File: config.mk
export PLATFORM = sky130hd
export DESIGN_NAME = decode_scan_n
export DESIGN_NICKNAME = d
export VERILOG_FILES = /design/src/rtl/decode_scan_n.sv
export SDC_FILE = /design/constraint.sdc
export NUM_CORES = 1
export LEC_CHECK = 0
export CORE_ASPECT_RATIO = 1.25
export CORE_MARGIN = 1.5
export CORE_UTILIZATION = 45
export CTS_BUF_LIST = sky130_fd_sc_hd__clkbuf_16
export CTS_CLUSTER_SIZE = 20
export DETAILED_ROUTE_END_ITERATION = 7
export HOLD_SLACK_MARGIN = 0.06
export PLACE_DENSITY_LB_ADDON = 0.05
export SLEW_MARGIN = 20
export SYNTH_ARGS = -nofsm -noshare
export SYNTH_HDL_FRONTEND = slang
export SYNTH_SLANG_ARGS = --single-unit
File: constraint.sdc
create_clock -name clk -period 2.1 [get_ports clk]
set_clock_uncertainty 0.2 [all_clocks]
set_input_delay 0.315 -clock clk [delete_from_list [all_inputs] [get_ports clk]]
set_output_delay 0.315 -clock clk [all_outputs]
set_load 0.02 [all_outputs]
File: src/rtl/decode_scan_n.sv
// -----------------------------------------------------------------------------
// decode_scan_n
//
// Registered, parametrised active-low decoder with an auto-scan mode.
// It sits between a display/bus controller and a set of digit enables or
// chip selects.
//
//   mode = 0 (direct) : y_n[sel] goes low one clock after sel is presented.
//   mode = 1 (scan)   : a prescaled counter walks the low strobe across
//                       outputs 0..scan_last. Each output is held for
//                       SCAN_DIV clocks.
//
// Parameters
//   SEL_W     : select width. The output count is OUT_N = 2**SEL_W.
//   SCAN_DIV  : clocks per scan step (>= 1).
//   BLANK_CYC : dead-time clocks at the start of each scan step
//               (1..SCAN_DIV-1). It only has an effect when the
//               DECODE_SCAN_BLANKING_EN macro is defined.
//
// Optional feature (macro DECODE_SCAN_BLANKING_EN)
//   When this macro is defined, y_n is forced to all ones in scan mode while
//   the prescaler is below BLANK_CYC. This gives ghosting dead time after
//   every step. idx and step timing do not change, and direct mode is not
//   affected.
//
// Ports
//   clk       in  1      rising-edge clock
//   rst_n     in  1      synchronous reset, active-low
//   g1        in  1      enable, active-high
//   g2_n      in  1      enable, active-low
//   g3_n      in  1      enable, active-low
//   mode      in  1      0 = direct decode, 1 = auto-scan
//   sel       in  SEL_W  select used in direct mode
//   scan_last in  SEL_W  highest index visited in scan mode
//   y_n       out OUT_N  registered outputs, one-hot-low or all ones
//   idx       out SEL_W  index currently driven (scan) or last sel (direct)
//   step      out 1      one-clock pulse when idx advances in scan mode
//
// Handshake: there is no valid/ready pair. Inputs are sampled on every rising
// edge, and every output is a register that updates on that same edge.
// -----------------------------------------------------------------------------
module decode_scan_n #(
  parameter int SEL_W     = 3,
  parameter int SCAN_DIV  = 4,
  parameter int BLANK_CYC = 1
) (
  input  logic                  clk,
  input  logic                  rst_n,
  input  logic                  g1,
  input  logic                  g2_n,
  input  logic                  g3_n,
  input  logic                  mode,
  input  logic [SEL_W-1:0]      sel,
  input  logic [SEL_W-1:0]      scan_last,
  output logic [2**SEL_W-1:0]   y_n,
  output logic [SEL_W-1:0]      idx,
  output logic                  step
);

  localparam int OUT_N = 2**SEL_W;

  // The prescaler needs at least one bit, even when SCAN_DIV = 1.
  localparam int PRE_W = (SCAN_DIV > 1) ? $clog2(SCAN_DIV) : 1;
  localparam logic [PRE_W-1:0] PRE_LAST = PRE_W'(SCAN_DIV - 1);

`ifdef DECODE_SCAN_BLANKING_EN
  localparam bit BLANK_EN = 1'b1;
`else
  localparam bit BLANK_EN = 1'b0;
`endif

  // ---------------------------------------------------------------------------
  // Internal state
  // ---------------------------------------------------------------------------
  logic [PRE_W-1:0] presc;   // position inside the current scan step
  logic             mode_q;  // mode from the previous clock; used to detect scan entry

  // ---------------------------------------------------------------------------
  // Combinational helpers
  // ---------------------------------------------------------------------------
  logic             en;
  logic             at_step;    // the prescaler is at its last count
  logic             scan_wrap;  // the next step returns to index 0
  logic [SEL_W-1:0] idx_next;   // index after the next step
  logic [PRE_W-1:0] presc_inc;

  // Builds a one-hot-low strobe for index s.
  function automatic logic [OUT_N-1:0] strobe_n(input logic [SEL_W-1:0] s);
    logic [OUT_N-1:0] r;
    r    = '1;
    r[s] = 1'b0;
    return r;
  endfunction

  // Returns 1 when the prescaler value p falls inside the dead-time window.
  // When blanking is compiled out, BLANK_EN is 0 and this folds to 0.
  function automatic logic blanked(input logic [PRE_W-1:0] p);
    return BLANK_EN && (int'(p) < BLANK_CYC);
  endfunction

  always_comb begin
    en        = g1 & ~g2_n & ~g3_n;
    at_step   = (presc == PRE_LAST);
    // The wrap uses >= rather than ==. If scan_last shrinks below the current
    // idx, the next step goes to 0 instead of running up to OUT_N-1.
    scan_wrap = (idx >= scan_last);
    idx_next  = scan_wrap ? '0 : idx + SEL_W'(1);
    presc_inc = presc + PRE_W'(1);
  end

  // ---------------------------------------------------------------------------
  // Registered datapath
  // Priority: reset > disable > direct decode > scan entry > scan run.
  // ---------------------------------------------------------------------------
  always_ff @(posedge clk) begin
    if (!rst_n) begin
      y_n    <= '1;
      idx    <= '0;
      step   <= 1'b0;
      presc  <= '0;
      mode_q <= 1'b0;
    end else begin
      // mode_q tracks mode even while disabled. If mode rises while the
      // block is disabled, re-enabling resumes the scan and does not restart it.
      mode_q <= mode;

      if (!en) begin
        // idx and the prescaler hold their values, so a later re-enable
        // continues exactly where the scan stopped.
        y_n  <= '1;
        step <= 1'b0;
      end else if (!mode) begin
        y_n   <= strobe_n(sel);
        idx   <= sel;
        presc <= '0;
        step  <= 1'b0;
      end else if (!mode_q) begin
        // First scan clock after direct mode (or after reset): restart at 0.
        idx   <= '0;
        presc <= '0;
        step  <= 1'b0;
        y_n   <= blanked('0) ? '1 : strobe_n('0);
      end else if (at_step) begin
        // When SCAN_DIV = 1, PRE_LAST is 0, so this branch runs every clock
        // and step stays high.
        idx   <= idx_next;
        presc <= '0;
        step  <= 1'b1;
        y_n   <= blanked('0) ? '1 : strobe_n(idx_next);
      end else begin
        presc <= presc_inc;
        step  <= 1'b0;
        y_n   <= blanked(presc_inc) ? '1 : strobe_n(idx);
      end
    end
  end

endmodule

==> impl_results.md, run 1 <==
* Total grt overflow at 0
* Syn_area_per_cell at between 8 and 9 um2
* Async SR Flop Fraction at 0%
* Worst-Margin Slew at 0.523 ns
* Clock tree sinks at 15
* Post-route ant nets at 0
* Max Cap Viol at 0
* RSZ-0062 raised after global routing: no
* Final WL at 2270 um
* Critical path, cell by cell: clkdlybuf4s50_1, inv_1, ha_1, a21oi_1, o21ai_1, nor3_2, a21oi_1
* Non-filler cells, final at 150
* Yosys cell types at roughly 40
* Outcome: complete, no violations
* Yosys top cell area share at between 30% and 40%
* Fin crit share at between 90% and 100%
* Leak at 0.485 nW
* Clk_lat worst skew at 0.24 ns
* Synth warn at 0
* Final Wtd Congestion at 0.790
* EDFF count, synth at 0
* Synth Register Bits at 15
* Post-DP HPWL at 1610 um
* Maximum VDD drop at 409 uV
* Post-cts sizing count at 0
* Antenna diodes at 0
* CP dominant cell by count: a21oi_1
* Die area at around 2200 um2
* Multi-input gate area at 522 um2
* Mapped Cells at 102
* Post-synthesis cell area at 885 um2
* Max Clock Freq at 497 MHz
* Largest net degree at the start of global routing at 12
* Crit path buf inv count at 2
* Met3 Use GR at a little over 3%
* FILL cells at around 150
* Grt peak-use layer: met2
* Largest area contributor in the netlist: dfxtp_1
* Mapped Nets at 119
* CTS max path bufs at 2
* CTS tree: yes
* Endpoints failing hold at 0
* Crit Path Class: in -> reg
* Max FO, Critical Path at 7
* GRT met2 Usage at 39.4%
* Relative slew margins at between 60% and 70%
* Inst Count DP at 146
* Max Slew Vio Count at 0
* Sequential area share after synthesis at 33.9%
* WL per Instance at 15.1 um
* Pre-antenna DRT Iters at 4
* Die Y at ~53 um
* Initial Utilization at between 40% and 50%
* Hold Buf Count CTS at 0
* Pre-CTS setup slack at -0.148 ns
* Setup TNS Final at 0 ns
* # nets final at 149
* Vias in the first global route at 887
* Top_reg_cell synth: dfxtp_1
* CTS H-tree lvls at 1
* CP peak stage delay at 0.46 ns
* Worst min path class: reg -> reg
* Vias at 929
* Total CTS buffers at 3
* Pwr/cell area at 615 nW/um2
* Post-CTS Setup Inserts at 0
* Ports at 24
* Reg area at about 300 um2
* Synth top area cells: dfxtp_1 34%, ha_1 7.1%, a31oi_1 3.5%, nand2_1 3.4%, inv_1 3.0%
* Setup violations, final at 0
* CP max stage cell: clkdlybuf4s50_1
* 1st-iter DRT viols at 32
* DR vias/cell at 6.19
* Req. time, crit path at 2.01 ns
* Num rows at 17
* Crit path max-delay family: buffers and inverters
* Util after Layout at approximately 69%
* Layout area overhead at 40.6%
* CP Launch Type: primary input
* Final min period at roughly 2.0 ns
* # DRC at 0
* Total GRT Usage at 21.8%
* Clock root cell: clkbuf_16
* Layout cell share with drive strength beyond 1 at 13.7%
* Setup crit end kind: register
* Reg clk slew, reported paths at 0.05 ns
* Initial antenna violation count at 0
* Met1 Usage GRT at 24.3%
* Final Instance Area at 1240 um2
* DP Area at around 1200 um2
* First-pass GRT wire length at 3730 um
* Setup slack after layout at roughly 0.09 ns
* Horiz. Die Dim at about 43 um
* Port-buffer cells at 23
* Worst Path Arrival at between 1.5 and 2 ns
* Core area at 1810 um2
## placed cells by master (no fill, tap or decap), types with 2 or more instances in the layout
cell type / n
a21oi_1: 2
a31oi_1: 5
buf_4: 8
clkbuf_16: 3
clkdlybuf4s50_1: 22
dfxtp_1: 15
ha_1: 5
inv_1: 8
nand2_1: 8
nand2b_1: 4
nand3_1: 3
nand4_1: 4
nor2_1: 4
nor3_1: 2
nor3b_1: 3
o21ai_0: 4
o22ai_1: 2
o31ai_1: 2
o41ai_1: 2
xnor2_1: 2
## final timing paths
check	to	from	slack [ns]	cells after the start
setup / recovery	y_n[7]	scan_last[2]	0.09	7
hold / removal	presc[1]	presc[1]	0.29	2
setup reg to reg	idx[1]	idx[0]	0.18	6
hold reg to reg	presc[1]	presc[1]	0.29	2
## cell usage after synthesis, types with 3 or more instances
master    count
nor3b_1       3
nand3_1       3
dfxtp_1      15
nand2_1       8
buf_2         5
a31oi_1       5
o21ai_0       4
nand2b_1      4
nand4_1       4
ha_1          5
nor2_1        4
inv_1         7
## area by class of cell
type / count / share of cell area (%)
multi-input combinational: 74 / 42.0
clock buffer: 3 / 6.04
timing repair buffer: 31 / 23.5
clock inverter: 1 / 0.302
inverter: 7 / 2.11
tap: 19 / 1.91
sequential: 15 / 24.1
## logic make-up after synthesis
group	after synthesis	share of synthesized area (%)
simple gates	40	28.4
compound gates	27	21.5
flops	15	33.9
buf+inv	13	7.07
fa+ha+maj	5	7.07
xor+xnor	2	1.98
## stage by stage
step	total power [W]	hold slack, ns
2_1_floorplan	0.000354	0.253
3_3_place_gp	0.000402	0.272
3_5_place_dp	0.000404	0.289
4_1_cts	0.000766	0.296
5_1_grt	0.000792	0.311
6_report	0.000765	0.291
## worst register-to-register path, cell delays in order, from the launching register on
cell	delay, ns
dfxtp_1	0.44
inv_1	0.08
ha_1	0.27
nor2b_1	0.04
o21ai_1	0.43
nor3_1	0.09
o221a_2	0.26
## state kept, by name, summed over array words and instances, names as in the netlist
| register | count |
|---|---|
| y_n | 8 |
| idx | 3 |
| presc | 2 |
| mode_q | 1 |
| step | 1 |
## metal layers
layer | share of wire (%) | up-vias
li1 | - | 443
met1 | 39 | 433
met2 | 52 | 41
met3 | 5.2 | 12
met4 | 3.0 | 0
met5 | 0 | -
## power breakdown
| part | total, W | switching (W) | internal (W) |
|---|---|---|---|
| clock | 0.000363 | 0.000111 | 0.000252 |
| combinational | 0.000105 | 0.0000537 | 0.0000516 |
| sequential | 0.000297 | 0.00000608 | 0.000291 |
Note: power is estimated with default switching activity, not from simulation.
==> run 2, diff against run 1 <==
--- a/config.mk
+++ b/config.mk
@@ -6,13 +6,14 @@
 export NUM_CORES = 1
 export LEC_CHECK = 0
 export CORE_ASPECT_RATIO = 1.25
-export CORE_MARGIN = 1.5
+export CORE_MARGIN = 1
 export CORE_UTILIZATION = 45
 export CTS_BUF_LIST = sky130_fd_sc_hd__clkbuf_16
 export CTS_CLUSTER_SIZE = 20
 export DETAILED_ROUTE_END_ITERATION = 7
 export HOLD_SLACK_MARGIN = 0.06
 export PLACE_DENSITY_LB_ADDON = 0.05
+export SKIP_CTS_REPAIR_TIMING = 1
 export SLEW_MARGIN = 20
 export SYNTH_ARGS = -nofsm -noshare
 export SYNTH_HDL_FRONTEND = slang
==> run 2 against run 1 <==
Utilization grew 0.35 points. Clock power is 3% higher. Global-route usage decreased by 0.49 points. Final area up 0.50%. Combinational power barely moved.
==> impl_results.md, run 2 (synthesis results as in run 1) <==
* Largest register FFs at 8
* Setup crit end kind: output port
* CTS max path bufs at 2
* Port-buffer cells at 23
* Die area at 2150 um2
* Clock root cell: clkbuf_16
* Largest net degree at the start of global routing at 12
* Ports at 24
* Number of cells on the worst reg-to-reg path at 6
* Final Instance Area at 1250 um2
* Initial Utilization at a little under 50%
* DR vias/cell at about 6.2
* Reg clk slew, reported paths at 0.05 ns
* Critical path, cell by cell: clkdlybuf4s50_1
* First-pass GRT wire length at 3460 um
* Pre-antenna DRT Iters at 4
* CTS tree: yes
* Crit path buf inv count at 1
* Core area at 1810 um2
* Setup violations, final at 0
* Total GRT Usage at 21.4%
* Max Clock Freq at 509 MHz
* Critical Path Sink: idx[1]
* DP Area at 1170 um2
* Inst Count DP at 147
* CP peak stage delay at approximately 0.67 ns
* Worst Path Arrival at roughly 1.5 ns
* Max FO, Critical Path at 10
* Vias at between 900 and 1,000
* Num rows at 17
* Clk_lat worst skew at 0.25 ns
* Max Cap Viol at 0
* # nets final at 150
* Commonest non-fill, non-tap cell in the layout: clkdlybuf4s50_1
* R2R Path End: y_n[5]
* Worst-Margin Slew at 0.480 ns
* Final WL at 2210 um
* Post-route ant nets at 0
* Final Wtd Congestion at 0.798
* CP max stage cell: clkdlybuf4s50_1
* Worst R2R Start: idx[0]
* Maximum VDD drop at 443 uV
* CTS H-tree lvls at 1
* Most flop-heavy register: y_n
* # DRC at 0
* R2R Setup Slk at roughly 0.21 ns
* Pwr/cell area at 620 nW/um2
* Worst setup path start: idx[1]
* Commonest cells after routing, fill and taps aside: 23 x clkdlybuf4s50_1, 15 x dfxtp_1, 9 x buf_4
* Leak at 0.471 nW
* Req. time, crit path at 1.58 ns
* Stages on the worst setup path at 1
* Worst min path class: reg -> reg
* Max Slew Vio Count at 0
* Horiz. Die Dim at 41.7 um
* Final min period at 1.97 ns
* Endpoints failing hold at 0
* Initial antenna violation count at 0
* Post-DP HPWL at 1550 um
* Fin crit share at roughly 94%
* CP Launch Type: register
* Antenna diodes at 0
* Crit Path Class: reg -> out
* Total grt overflow at 0
* Outcome: complete, no violations
* WL per Instance at approximately 15 um
* Hold Path Stages at 2
* Layout cell share with drive strength beyond 1 at ~15%
* Die Y at 51.6 um
* Total CTS buffers at 3
* Non-filler cells, final at approximately 150
* Largest regs: y_n x8, idx x3, presc x2
* Layout area overhead at 41.3%
* Vias in the first global route at 837
* Clock tree sinks at 15
* 1st-iter DRT viols at 27
* RSZ-0062 raised after global routing: no
* Crit path max-delay family: buffers and inverters
* Relative slew margins at between 60 and 70%
## run 2: changes by cell type in the layout (fill, tap and decap cells not counted)
| cell | delta |
|---|---|
| buf_4 | +1 |
| clkdlybuf4s50_1 | +1 |
| clkinv_2 | +1 |
| dlymetal6s2s_1 | -1 |
| inv_1 | -1 |
## run 2: final cells by class
cell class | instances | area, um2
Inverter | 7 | 26.3
Clock buffer | 3 | 75.1
Fill cell | 149 | 558
Sequential cell | 15 | 300
Timing Repair Buffer | 32 | 298
Tap cell | 19 | 23.8
Multi-Input combinational cell | 74 | 522
Clock inverter | 1 | 5.00
## run 2: worst min-delay path by stage
stage          startpoint  endpoint  slack (ns)
6_report         presc[1]  presc[1]        0.29
5_1_grt          presc[1]  presc[1]        0.31
4_1_cts          presc[1]  presc[1]        0.29
3_5_place_dp     presc[1]  presc[1]        0.29
3_3_place_gp     presc[1]  presc[1]        0.27
2_1_floorplan       rst_n    idx[0]        0.25
## run 2: metal layers
| metal | global-route usage, % | wire [um] | part of all wire [%] |
|---|---|---|---|
| met3 | 4.17 | 172 | 7.8 |
| met2 | 38.5 | 1130 | 51 |
| met4 | 12.4 | 51 | 2.3 |
| met1 | 23.0 | 861 | 39 |
| met5 | 0 | 0 | 0 |
## run 2: metrics by stage
step,TNS (ns),setup WS (ns),power [W],hold slack (ns),util [%]
global route,0,0.0365,0.000800,0.309,69.1
detailed placement,-0.912,-0.120,0.000403,0.286,64.7
finish,0,0.134,0.000775,0.287,69.1
floorplan,0,0.0513,0.000354,0.253,-
global placement,-0.443,-0.0805,0.000402,0.273,64.7
CTS,0,0.125,0.000772,0.290,69.1
## run 2: report_power, final
group	switching (W)	internal [W]
clock	0.000120	0.000254
combinational	0.0000525	0.0000521
sequential	0.00000578	0.000290
total	0.000178	0.000597
